--- src/rtl/control_sequencer_if.sv ---
// Bundle between the control sequencer and the Datapath: instruction/handshake inputs
// toward the sequencer, control strobes and status back out.
interface control_sequencer_if #(
   parameter int CNT_W = 16
);
   logic             start;
   logic             stop;
   logic [31:0]      IR;
   logic             mem_ready;

   logic             PCout, PCin, IncPC, MARin;
   logic             MDRin, MDRout, MDMuxread, mem_read;
   logic             IRin, Yin, Zlowin, Zhighin, Zlowout, Zhighout, HIin, LOin;
   logic [15:0]      reg_in;
   logic [15:0]      reg_out;
   logic             Cout;
   logic [31:0]      C_ext;
   logic [4:0]       alu_op;
   logic             alu_en;
   logic             running;
   logic             halted;
   logic             mem_err;
   logic [CNT_W-1:0] instr_count;

   modport master (
      input  start, stop, IR, mem_ready,
      output PCout, PCin, IncPC, MARin, MDRin, MDRout, MDMuxread, mem_read,
             IRin, Yin, Zlowin, Zhighin, Zlowout, Zhighout, HIin, LOin,
             reg_in, reg_out, Cout, C_ext, alu_op, alu_en,
             running, halted, mem_err, instr_count
   );

   modport slave (
      output start, stop, IR, mem_ready,
      input  PCout, PCin, IncPC, MARin, MDRin, MDRout, MDMuxread, mem_read,
             IRin, Yin, Zlowin, Zhighin, Zlowout, Zhighout, HIin, LOin,
             reg_in, reg_out, Cout, C_ext, alu_op, alu_en,
             running, halted, mem_err, instr_count
   );
endinterface

--- src/rtl/control_sequencer.sv ---
// Moore control sequencer: fetch (T0-T2) then opcode-dependent execute (T3-T6),
// driving the Datapath strobes for one instruction at a time.
module control_sequencer #(
   parameter int CNT_W    = 16,
   parameter int WAIT_MAX = 15
) (
   input logic                 clock,
   input logic                 clear,
   control_sequencer_if.master bus
);
   localparam int WAIT_W = $clog2(WAIT_MAX + 1);

   typedef enum logic [3:0] {IDLE, T0, T1, T2, T3, T4, T5, T6, HALT} state_t;

   state_t            state;
   state_t            last_state;
   logic [CNT_W-1:0]  count;
   logic [WAIT_W-1:0] wait_cnt;
   logic              err;
   logic [4:0]        opcode;
   logic [3:0]        ra, rb, rc;
   logic              is_rtype, is_imm, is_muldiv, is_halt;

   assign opcode = bus.IR[31:27];
   assign ra     = bus.IR[26:23];
   assign rb     = bus.IR[22:19];
   assign rc     = bus.IR[18:15];

   assign is_rtype  = opcode inside {5'b00011, 5'b00100, 5'b00101, 5'b00110, 5'b01001, 5'b01011};
   assign is_imm    = opcode inside {5'b01100, 5'b01101, 5'b01110};
   assign is_muldiv = opcode inside {5'b01111, 5'b10000};
   assign is_halt   = (opcode == 5'b11011);

   // nop and unlisted opcodes retire straight out of T3
   assign last_state = is_muldiv ? T6 : ((is_rtype || is_imm) ? T5 : T3);

   always_ff @(posedge clock or posedge clear) begin
      if (clear) begin
         state    <= IDLE;
         count    <= '0;
         wait_cnt <= '0;
         err      <= 1'b0;
      end else begin
         case (state)
            IDLE: if (bus.start) state <= T0;
            T0: begin
               state    <= T1;
               wait_cnt <= '0;
            end
            T1: begin
               if (bus.mem_ready) begin
                  state <= T2;
               end else if (wait_cnt == WAIT_W'(WAIT_MAX - 1)) begin
                  state <= HALT;
                  err   <= 1'b1;
               end else begin
                  wait_cnt <= wait_cnt + 1'b1;
               end
            end
            T2: state <= T3;
            T3, T4, T5, T6: begin
               if (state == T3 && is_halt) begin
                  state <= HALT;
               end else if (state == last_state) begin
                  state <= bus.stop ? IDLE : T0;
                  count <= count + 1'b1;
               end else begin
                  state <= state_t'(state + 4'd1);
               end
            end
            default: state <= HALT;
         endcase
      end
   end

   always_comb begin
      bus.PCout     = 1'b0;
      bus.PCin      = 1'b0;
      bus.IncPC     = 1'b0;
      bus.MARin     = 1'b0;
      bus.MDRin     = 1'b0;
      bus.MDRout    = 1'b0;
      bus.MDMuxread = 1'b0;
      bus.mem_read  = 1'b0;
      bus.IRin      = 1'b0;
      bus.Yin       = 1'b0;
      bus.Zlowin    = 1'b0;
      bus.Zhighin   = 1'b0;
      bus.Zlowout   = 1'b0;
      bus.Zhighout  = 1'b0;
      bus.HIin      = 1'b0;
      bus.LOin      = 1'b0;
      bus.Cout      = 1'b0;
      bus.alu_en    = 1'b0;
      bus.reg_in    = '0;
      bus.reg_out   = '0;
      case (state)
         T0: begin
            bus.PCout  = 1'b1;
            bus.MARin  = 1'b1;
            bus.IncPC  = 1'b1;
            bus.Zlowin = 1'b1;
         end
         T1: begin
            bus.Zlowout   = 1'b1;
            bus.PCin      = 1'b1;
            bus.mem_read  = 1'b1;
            bus.MDMuxread = 1'b1;
            bus.MDRin     = 1'b1;
         end
         T2: begin
            bus.MDRout = 1'b1;
            bus.IRin   = 1'b1;
         end
         T3: begin
            if (is_rtype || is_imm) begin
               bus.reg_out = 16'h0001 << rb;
               bus.Yin     = 1'b1;
            end else if (is_muldiv) begin
               bus.reg_out = 16'h0001 << ra;
               bus.Yin     = 1'b1;
            end
         end
         T4: begin
            if (is_rtype) begin
               bus.reg_out = 16'h0001 << rc;
               bus.alu_en  = 1'b1;
               bus.Zlowin  = 1'b1;
            end else if (is_imm) begin
               bus.Cout   = 1'b1;
               bus.alu_en = 1'b1;
               bus.Zlowin = 1'b1;
            end else if (is_muldiv) begin
               bus.reg_out = 16'h0001 << rb;
               bus.alu_en  = 1'b1;
               bus.Zlowin  = 1'b1;
               bus.Zhighin = 1'b1;
            end
         end
         T5: begin
            if (is_rtype || is_imm) begin
               bus.Zlowout = 1'b1;
               bus.reg_in  = 16'h0001 << ra;
            end else if (is_muldiv) begin
               bus.Zlowout = 1'b1;
               bus.LOin    = 1'b1;
            end
         end
         T6: begin
            if (is_muldiv) begin
               bus.Zhighout = 1'b1;
               bus.HIin     = 1'b1;
            end
         end
         default: ;
      endcase
   end

   assign bus.alu_op      = opcode;
   assign bus.C_ext       = {{13{bus.IR[18]}}, bus.IR[18:0]};
   assign bus.running     = (state inside {T0, T1, T2, T3, T4, T5, T6});
   assign bus.halted      = (state == HALT);
   assign bus.mem_err     = err;
   assign bus.instr_count = count;
endmodule

--- src/flat_wrapper.sv ---
// flat-port wrapper written by rule: the top's interface ports become plain ports
module control_sequencer_flat 
#(
   parameter int CNT_W    = 16,
   parameter int WAIT_MAX = 15
)
  (clock, clear, bus_start, bus_stop, bus_IR, bus_mem_ready, bus_PCout, bus_PCin, bus_IncPC, bus_MARin, bus_MDRin, bus_MDRout, bus_MDMuxread, bus_mem_read, bus_IRin, bus_Yin, bus_Zlowin, bus_Zhighin, bus_Zlowout, bus_Zhighout, bus_HIin, bus_LOin, bus_reg_in, bus_reg_out, bus_Cout, bus_C_ext, bus_alu_op, bus_alu_en, bus_running, bus_halted, bus_mem_err, bus_instr_count);
  control_sequencer_if #(.CNT_W(CNT_W)) bus_i ();
  input logic clock;
  input logic clear;
  input wire logic [$bits(bus_i.start)-1:0] bus_start;
  input wire logic [$bits(bus_i.stop)-1:0] bus_stop;
  input wire logic [$bits(bus_i.IR)-1:0] bus_IR;
  input wire logic [$bits(bus_i.mem_ready)-1:0] bus_mem_ready;
  output wire logic [$bits(bus_i.PCout)-1:0] bus_PCout;
  output wire logic [$bits(bus_i.PCin)-1:0] bus_PCin;
  output wire logic [$bits(bus_i.IncPC)-1:0] bus_IncPC;
  output wire logic [$bits(bus_i.MARin)-1:0] bus_MARin;
  output wire logic [$bits(bus_i.MDRin)-1:0] bus_MDRin;
  output wire logic [$bits(bus_i.MDRout)-1:0] bus_MDRout;
  output wire logic [$bits(bus_i.MDMuxread)-1:0] bus_MDMuxread;
  output wire logic [$bits(bus_i.mem_read)-1:0] bus_mem_read;
  output wire logic [$bits(bus_i.IRin)-1:0] bus_IRin;
  output wire logic [$bits(bus_i.Yin)-1:0] bus_Yin;
  output wire logic [$bits(bus_i.Zlowin)-1:0] bus_Zlowin;
  output wire logic [$bits(bus_i.Zhighin)-1:0] bus_Zhighin;
  output wire logic [$bits(bus_i.Zlowout)-1:0] bus_Zlowout;
  output wire logic [$bits(bus_i.Zhighout)-1:0] bus_Zhighout;
  output wire logic [$bits(bus_i.HIin)-1:0] bus_HIin;
  output wire logic [$bits(bus_i.LOin)-1:0] bus_LOin;
  output wire logic [$bits(bus_i.reg_in)-1:0] bus_reg_in;
  output wire logic [$bits(bus_i.reg_out)-1:0] bus_reg_out;
  output wire logic [$bits(bus_i.Cout)-1:0] bus_Cout;
  output wire logic [$bits(bus_i.C_ext)-1:0] bus_C_ext;
  output wire logic [$bits(bus_i.alu_op)-1:0] bus_alu_op;
  output wire logic [$bits(bus_i.alu_en)-1:0] bus_alu_en;
  output wire logic [$bits(bus_i.running)-1:0] bus_running;
  output wire logic [$bits(bus_i.halted)-1:0] bus_halted;
  output wire logic [$bits(bus_i.mem_err)-1:0] bus_mem_err;
  output wire logic [$bits(bus_i.instr_count)-1:0] bus_instr_count;
  assign bus_i.start = bus_start;
  assign bus_i.stop = bus_stop;
  assign bus_i.IR = bus_IR;
  assign bus_i.mem_ready = bus_mem_ready;
  assign bus_PCout = bus_i.PCout;
  assign bus_PCin = bus_i.PCin;
  assign bus_IncPC = bus_i.IncPC;
  assign bus_MARin = bus_i.MARin;
  assign bus_MDRin = bus_i.MDRin;
  assign bus_MDRout = bus_i.MDRout;
  assign bus_MDMuxread = bus_i.MDMuxread;
  assign bus_mem_read = bus_i.mem_read;
  assign bus_IRin = bus_i.IRin;
  assign bus_Yin = bus_i.Yin;
  assign bus_Zlowin = bus_i.Zlowin;
  assign bus_Zhighin = bus_i.Zhighin;
  assign bus_Zlowout = bus_i.Zlowout;
  assign bus_Zhighout = bus_i.Zhighout;
  assign bus_HIin = bus_i.HIin;
  assign bus_LOin = bus_i.LOin;
  assign bus_reg_in = bus_i.reg_in;
  assign bus_reg_out = bus_i.reg_out;
  assign bus_Cout = bus_i.Cout;
  assign bus_C_ext = bus_i.C_ext;
  assign bus_alu_op = bus_i.alu_op;
  assign bus_alu_en = bus_i.alu_en;
  assign bus_running = bus_i.running;
  assign bus_halted = bus_i.halted;
  assign bus_mem_err = bus_i.mem_err;
  assign bus_instr_count = bus_i.instr_count;
  control_sequencer #(.CNT_W(CNT_W), .WAIT_MAX(WAIT_MAX)) u_core (.clock(clock), .clear(clear), .bus(bus_i));
endmodule
--- config.mk ---
export PLATFORM = sky130hd
export DESIGN_NAME = control_sequencer_flat
export DESIGN_NICKNAME = d
export VERILOG_FILES = /design/src/rtl/control_sequencer_if.sv /design/src/rtl/control_sequencer.sv /design/src/flat_wrapper.sv
export SDC_FILE = /design/constraint.sdc
export NUM_CORES = 1
export LEC_CHECK = 0
export ABC_AREA = 1
export BUFFER_PORTS_ARGS = -buffer_cell sky130_fd_sc_hd__buf_2
export CAP_MARGIN = 40
export CORE_MARGIN = 4
export CORE_UTILIZATION = 44
export CTS_BUF_LIST = sky130_fd_sc_hd__clkbuf_2 sky130_fd_sc_hd__clkbuf_4 sky130_fd_sc_hd__clkbuf_8
export CTS_CLUSTER_SIZE = 12
export DETAILED_ROUTE_END_ITERATION = 8
export PLACE_DENSITY = 0.8
export SYNTH_ARGS = -nofsm -noshare
export SYNTH_HDL_FRONTEND = slang
export SYNTH_SLANG_ARGS = --single-unit
--- constraint.sdc ---
create_clock -name clock -period 1.9 [get_ports clock]
set_clock_uncertainty 0.1 [all_clocks]
set_input_delay 0.19 -clock clock [delete_from_list [all_inputs] [get_ports clock]]
set_output_delay 0.19 -clock clock [all_outputs]
set_load 0.05 [all_outputs]
==> results.md, run 1 <==
* Final ANT Viol Nets at 0
* Final #Nets at ~630
* FFs w/ async S/R, synth at 100%
* Origin of the critical flop-to-flop path: u_core.state[1]
* Outcome: finished with violations
* Routed length per instance at approximately 16 um
* Min Tclk post-route at between 2 and 2.5 ns
* Kind of end point of the critical path: output pin
* Layout fillers at ~430
* Antenna violations before repair at 0
* Clk root buf: clkbuf_8
* Grt ovf at 0
* Top-Level Pins at ~140
* Clk sinks at 25
* Unrepaired setup endpoints after global routing: yes
* Core area at 0.00639 mm2
* Distinct cells, synth at 38
* Seq/Total Area, Yosys at between 20% and 30%
* Final Cycle Share at 116%
* Final Setup Violations at 63
* Register area at ~630 um2
* Clock Latency Late Sink at approximately 0.26 ns
* Max cap viols at 0
* VDD IR-drop max at around 0.54 mV
* Synth top cells by count: nand2_1, inv_1, nor2_1
* Fmax at roughly 450 MHz
* Multi-input gate area at roughly 0.0022 mm2
* Critical Path Start Type: flip-flop
* CP Launch Point: u_core.state[0]
* Final GP Congestion at 0.977
* Leak at between 2 and 2.5 nW
* Number of flops mapped to enable cells by yosys at 0
* FF+latch count, synth at 25
* Synth top area share at 21.5%
* Failing checks: negative setup slack
* Largest net degree at the start of global routing at 26
* Top FF cell, synth: dfrtp_1
* Layout cell share with drive strength beyond 1 at about half
* FF-to-FF path depth at 13
* Final hold vios at 0
* Critical path fanouts, max at 4
* Post-Syn Nets at 491
* Top cells by area, synth: dfrtp_1, buf_4, nand2_1
* Max-slew headroom at between 60 and 70%
* Min-Delay Path Class: input port to flip-flop
* Syn_area_per_cell at approximately 6.5 um2
* Critical path arrival at 1.92 ns
* Reg2reg end: u_core.bus.instr_count[2]
* # DRC at 0
* DP Wirelength at between 7 and 8 mm
* Syn-to-layout area delta at 63.9%
* Row Count at 29
* Clk buf depth at 2
* Clock transition at path regs at roughly 0.080 ns
* Flop2flop setup slack at -0.27 ns
* Warnings, synthesis at 0
* WS Path Type: flip-flop to output pin
* Initial Util at approximately 46%
* Cell area after synthesis at between 0.002 and 0.003 mm2
* First-pass GRT wire length at approximately 15 mm
* CTS buffer count at 3
* Die ar. at roughly 0.008 mm2
* Die Y at about 90 um
* Final worst slack at -0.310 ns
* Worst-margin pin slew at 0.489 ns
* Critical Path RT at about 1.6 ns
* Critical Path Sink: bus_running
* # diodes at 0
* TritonRoute pass-1 iters at 5
* Post-Route WL at roughly 10 mm
* Synth Instances at between 400 and 500
* H-tree depth at 1
* Final-report max-slew violation count at 0
* Global Route Usage Sum at 23.7%
* Setup WS pre-CTS at -0.140 ns
* Power, Total at around 2.8 mW
* I/O Buffers at ~110
* CTS tree: built
* Vias per cell at 5.45
* PwrDens at approximately 590 mW/mm2
* Vias in the first global route at between 3,000 and 4,000
* Vias at ~3,600
* Die W at approximately 89 um
* Top-count cell post-synth: nand2_1
* Cell taking the most area after synthesis: dfrtp_1
* DR iter-0 viols at roughly 170
==> critical path: stages, from the launching register on <==
cell	delay (ns)
dfrtp_2	0.45
ha_1	0.24
inv_1	0.09
nor2_1	0.06
inv_1	0.07
nand4_1	0.15
buf_4	0.18
or2_4	0.25
buf_6	0.15
==> where the power goes <==
| group | internal [mW] | total, mW | switching [mW] |
|---|---|---|---|
| clock network | 0.148 | 0.316 | 0.168 |
| logic | 0.695 | 1.85 | 1.16 |
| registers | 0.592 | 0.659 | 0.0667 |
| total | 1.44 | 2.83 | 1.39 |
==> stage by stage <==
stage	hold slack (ns)	TNS (ns)	utilization, %	cells	instance area (um2)
after CTS	0.205	-8.57	70.0	653	4470
after floorplan	0.117	-3.48	-	447	3310
after global placement	0.156	-2.20	62.5	632	3990
final	0.203	-9.62	74.7	659	4770
after detailed placement	0.156	-2.67	62.5	632	3990
after global routing	0.211	-15.77	74.7	659	4770
==> worst min path at each step <==
stage                              from                    endpoint  slack (ns)  depth (start not counted)
after global placement            clear          u_core.wait_cnt[0]        0.16                          3
after floorplan                   clear  u_core.bus.instr_count[10]        0.12                          1
final                     bus_mem_ready          u_core.bus.mem_err        0.20                          3
after CTS                 bus_mem_ready          u_core.bus.mem_err        0.20                          3
after global routing      bus_mem_ready          u_core.bus.mem_err        0.21                          3
after detailed placement          clear          u_core.wait_cnt[1]        0.16                          3
==> cells in the final DEF (no fill, tap or decap), types with 3 or more instances in the layout <==
| cell type | n |
|---|---|
| nor3_1 | 11 |
| nand2_2 | 10 |
| ha_1 | 5 |
| buf_12 | 4 |
| buf_6 | 42 |
| o21ai_2 | 5 |
| nor4_1 | 9 |
| o21ai_0 | 3 |
| inv_2 | 13 |
| buf_2 | 62 |
| xnor2_1 | 7 |
| nand2_4 | 6 |
| dfrtp_1 | 21 |
| xor2_1 | 6 |
| o211ai_1 | 6 |
| a21oi_1 | 8 |
| clkinv_1 | 3 |
| dfrtp_2 | 4 |
| nand2_1 | 73 |
| buf_8 | 15 |
| nor2_1 | 30 |
| buf_4 | 58 |
| nor3_4 | 5 |
| nand3_1 | 27 |
| o221ai_4 | 10 |
| nor2_4 | 24 |
| clkbuf_8 | 3 |
| nor2_2 | 9 |
| nand4_1 | 16 |
| inv_1 | 48 |
| o22ai_1 | 10 |
| inv_4 | 4 |
==> routing by layer <==
| layer | share of wire, % | up-vias | GRT usage, % | wire, um |
|---|---|---|---|---|
| li1 | - | 1696 | - | - |
| met1 | 37 | 1643 | 27.6 | 3830 |
| met2 | 51 | 201 | 44.1 | 5300 |
| met3 | 8.3 | 54 | 2.58 | 866 |
| met4 | 4.6 | 0 | 8.66 | 480 |
| met5 | 0 | - | 0 | 0 |
==> area by class of cell <==
type | instances | share of cell area, %
well taps | 77 | 2.02
repair buffers | 182 | 32.1
clock buffers | 3 | 0.865
inverters | 71 | 6.26
multi-input cells | 300 | 45.3
clock inverters | 1 | 0.157
flip-flops and latches | 25 | 13.2
==> cell families (layout without fill, tap and decap cells) <==
| group | count (synthesis) | count (layout) | share of synthesized area, % |
|---|---|---|---|
| simple gates | 228 | 229 | 37.2 |
| buf+inv | 123 | 257 | 22.1 |
| compound gates | 48 | 48 | 10.6 |
| flops | 25 | 25 | 21.5 |
| xor+xnor | 16 | 16 | 5.59 |
| fa+ha+maj | 7 | 7 | 3.01 |
==> what timing repair did <==
item,4_1_cts,5_1_grt
gates cloned,1,0
setup buffers,15,6
gates resized for setup,97,74
endpoints found under the setup margin,62,74
pin swaps,14,17
endpoints found under the hold margin,25,0
hold buffers,1,0
==> flip-flops by register name, summed over array words and instances, names as in the netlist <==
| register | count |
|---|---|
| u_core.bus.instr_count | 16 |
| u_core.bus.mem_err | 1 |
| u_core.state | 4 |
| u_core.wait_cnt | 4 |
Power figures use the tool's default switching activity.
==> run 2, diff against run 1 <==
Settings changed: CORE_UTILIZATION 44 to 52, PLACE_DENSITY 0.8 to 0.89.
Clock period 1.9 ns to 2.6 ns, I/O delays scaled along.
==> run 2 against run 1 <==
  * The flow now finishes without violations
  * Die area down 14%
  * Global-route usage is 0.72 points lower
  * Routed wire length fell by 20%
  * Combinational power shrank 54%
  * Worst hold slack gained 0.024 ns
  * Sequential power decreased by 28%
  * Design area fell by 31%
  * Final cell count down 11%
  * Register-to-register slack gained 0.51 ns
  * Power down 45%
  * Critical path depth is 1 higher
  * Largest cell class unchanged
==> results.md, run 2 (synthesis gave the netlist of run 1 again) <==
* Sw Share at 52.4% (+3.1 points)
* Layout cell share with drive strength beyond 1 at 29.2% (-21 points)
* Vias at 3,162 (-12%)
* Row Count at 26 (-10%)
* Max cap viols at 0 (unchanged)
* Max reg flops at 16 (unchanged)
* VDD IR-drop max at 0.464 mV (-13%)
* CTS buffer count at 3 (unchanged)
* Top-Level Pins at 143 (unchanged)
* Min Tclk post-route at ~2.5 ns
* Max-slew headroom at 67.9% (+0.73 points)
* Most frequent cells in the layout: buf_2, nand2_1, inv_1
* Final #Nets at 559 (-11%)
* DP Wirelength at 6.85 mm (-5.1%)
* Die Y at 82.8 um (-7.3%)
* DR iter-0 viols at 241 (+39%)
* Area after DPL at 0.00320 mm2 (-20%)
* Min-Delay Path Class: input port to flip-flop
* Core area at 0.00527 mm2 (-17%)
* Setup WS pre-CTS at 0.243 ns (+0.383 ns)
* Largest net degree at the start of global routing at 20 (-23%)
* Final worst slack at 0.135 ns (+0.445 ns)
* WS Path Type: flip-flop to output pin
* GR peak layer: met2
* Critical path fanouts, max at 7 (+3)
* Clock transition at path regs at 0.09 ns (about the same)
* Reg power frac at 30.6% (+7.3 points)
* Final-report max-slew violation count at 0 (unchanged)
* Vias in the first global route at 2,890 (-16%)
* Final ANT Viol Nets at 0 (unchanged)
* Clk buf depth at 2 (unchanged)
* Syn-to-layout area delta at 12.7%
* Final hold vios at 0 (unchanged)
* Outcome: finished, final reports clean
* Die W at 82.8 um (-7.3%)
* Global Route Usage Sum at 22.9% (-0.72 points)
* Grt ovf at 0 (unchanged)
* Internal power component at 742 uW (-48%)
* PwrDens at 475 mW/mm2 (-20%)
* GR Layer Usage met3 at 3.86% (+1.3 points)
* Vias per cell at 5.41 (-0.72%)
* Initial Util at 55.2% (+9.7 points)
* Clk sinks at 25 (unchanged)
* H-tree depth at 1 (unchanged)
* Hold WS at 0.227 ns (+0.0237 ns)
* GR Util met1 at 30.4% (+2.8 points)
* Post-route design area at 0.00328 mm2 (-31%)
* Kind of end point of the critical path: output pin
* TritonRoute pass-1 iters at 5 (unchanged)
* Final Cycle Share at between 90% and 100%
* # DRC at 0 (unchanged)
* GR Util met2 at 38.9% (-5.2 points)
* Post-Route WL at 8.39 mm (-20%)
* Critical path arrival at 2.11 ns (+0.19 ns)
* Leak at 1.77 nW (-22%)
* CTS tree: built
* I/O Buffers at 112 (unchanged)
* Commonest non-fill, non-tap cell in the layout: buf_2
* Unrepaired setup endpoints after global routing: yes
* Clk pwr share at 14.8% (+3.6 points)
* Critical Path Start Type: flip-flop
* Clk root buf: clkbuf_8
* Critical Path RT at 2.24 ns (+0.63 ns)
* Clock Latency Late Sink at 0.27 ns (about the same)
* Final Setup Violations at 0 (-100%)
* Die ar. at 0.00686 mm2 (-14%)
* Fmax at just over 400 MHz
* # diodes at 0 (unchanged)
* Routed length per instance at 14.4 um (-9.6%)
* Comb power frac at 54.6% (-11 points)
* First-pass GRT wire length at 13.6 mm (-12%)
* Net Switching at 816 uW (-41%)
* Antenna violations before repair at 0 (unchanged)
* Worst-margin pin slew at 0.482 ns (-0.00693 ns)
* Final GP Congestion at 0.958 (-2.0%)
-- run 2: cell types whose count changed in the layout (fill, tap and decap cells not counted), sizes merged --
cell	change
buf	-70
clkbuf	+3
clkinv	+1
clkinvlp	-1
nor2	-1
-- run 2: repair_timing --
action	4_1_cts	5_1_grt
endpoints found under the hold margin	10	0
hold buffers	1	0
setup buffers	0	0
endpoints found under the setup margin	0	25
gates resized for setup	0	10
-- run 2: cell type report --
cell class / count / area [um2]
tap: 70 / 87.6
fill: 528 / 1990
timing repair buffer: 115 / 606
clock buffer: 3 / 41.3
multi-input combinational: 299 / 1650
inverter: 71 / 267
sequential: 25 / 627
clock inverter: 1 / 5.00
-- run 2: power groups by stage --
stage	clock network (mW)	logic (mW)	registers [mW]
floorplan	0	0.759	0.473
global placement	0	0.825	0.481
finish	0.231	0.851	0.477
detailed placement	0	0.838	0.484
global route	0.252	0.933	0.486
CTS	0.236	0.842	0.477
-- run 2: metrics by stage --
stage                     total power [mW]  TNS [ns]  util (%)  cells
after floorplan                       1.23     -2.68         -    447
after global placement                1.31         0      60.5    578
after detailed placement              1.32         0      60.8    579
after CTS                             1.56         0      61.9    584
after global routing                  1.67   -0.0126      62.3    584
final                                 1.56         0      62.3    584
-- run 2: path summary, 6_finish.rpt --
check	from	end	slack (ns)	cells after the start
min	bus_mem_ready	u_core.wait_cnt[1]	0.23	4
max	u_core.state[1]	bus_reg_out[8]	0.13	9
min in group asynchronous	clear	u_core.bus.instr_count[8]	0.45	3
min reg2reg	u_core.bus.mem_err	u_core.bus.mem_err	0.38	1
max in group asynchronous	clear	u_core.bus.instr_count[1]	1.50	4
max reg2reg	u_core.state[0]	u_core.bus.instr_count[11]	0.24	11
-- run 2: worst max-delay path: stages (launching register included) --
cell and delay [ns]:
dfrtp_1 0.44, inv_1 0.12, ha_1 0.14, inv_1 0.04, nor2_1 0.12, inv_2 0.09
nor2_1 0.18, inv_1 0.15, o221ai_1 0.26, clkbuf_4 0.28
-- run 2: per-layer routing --
metal  vias up  part of all wire, %  wire length [um]
li1       1558                    -                 -
met2       166                   49              4100
met4         0                  1.6               131
met3        20                  7.5               633
met1      1418                   42              3530
met5         -                    0                 0
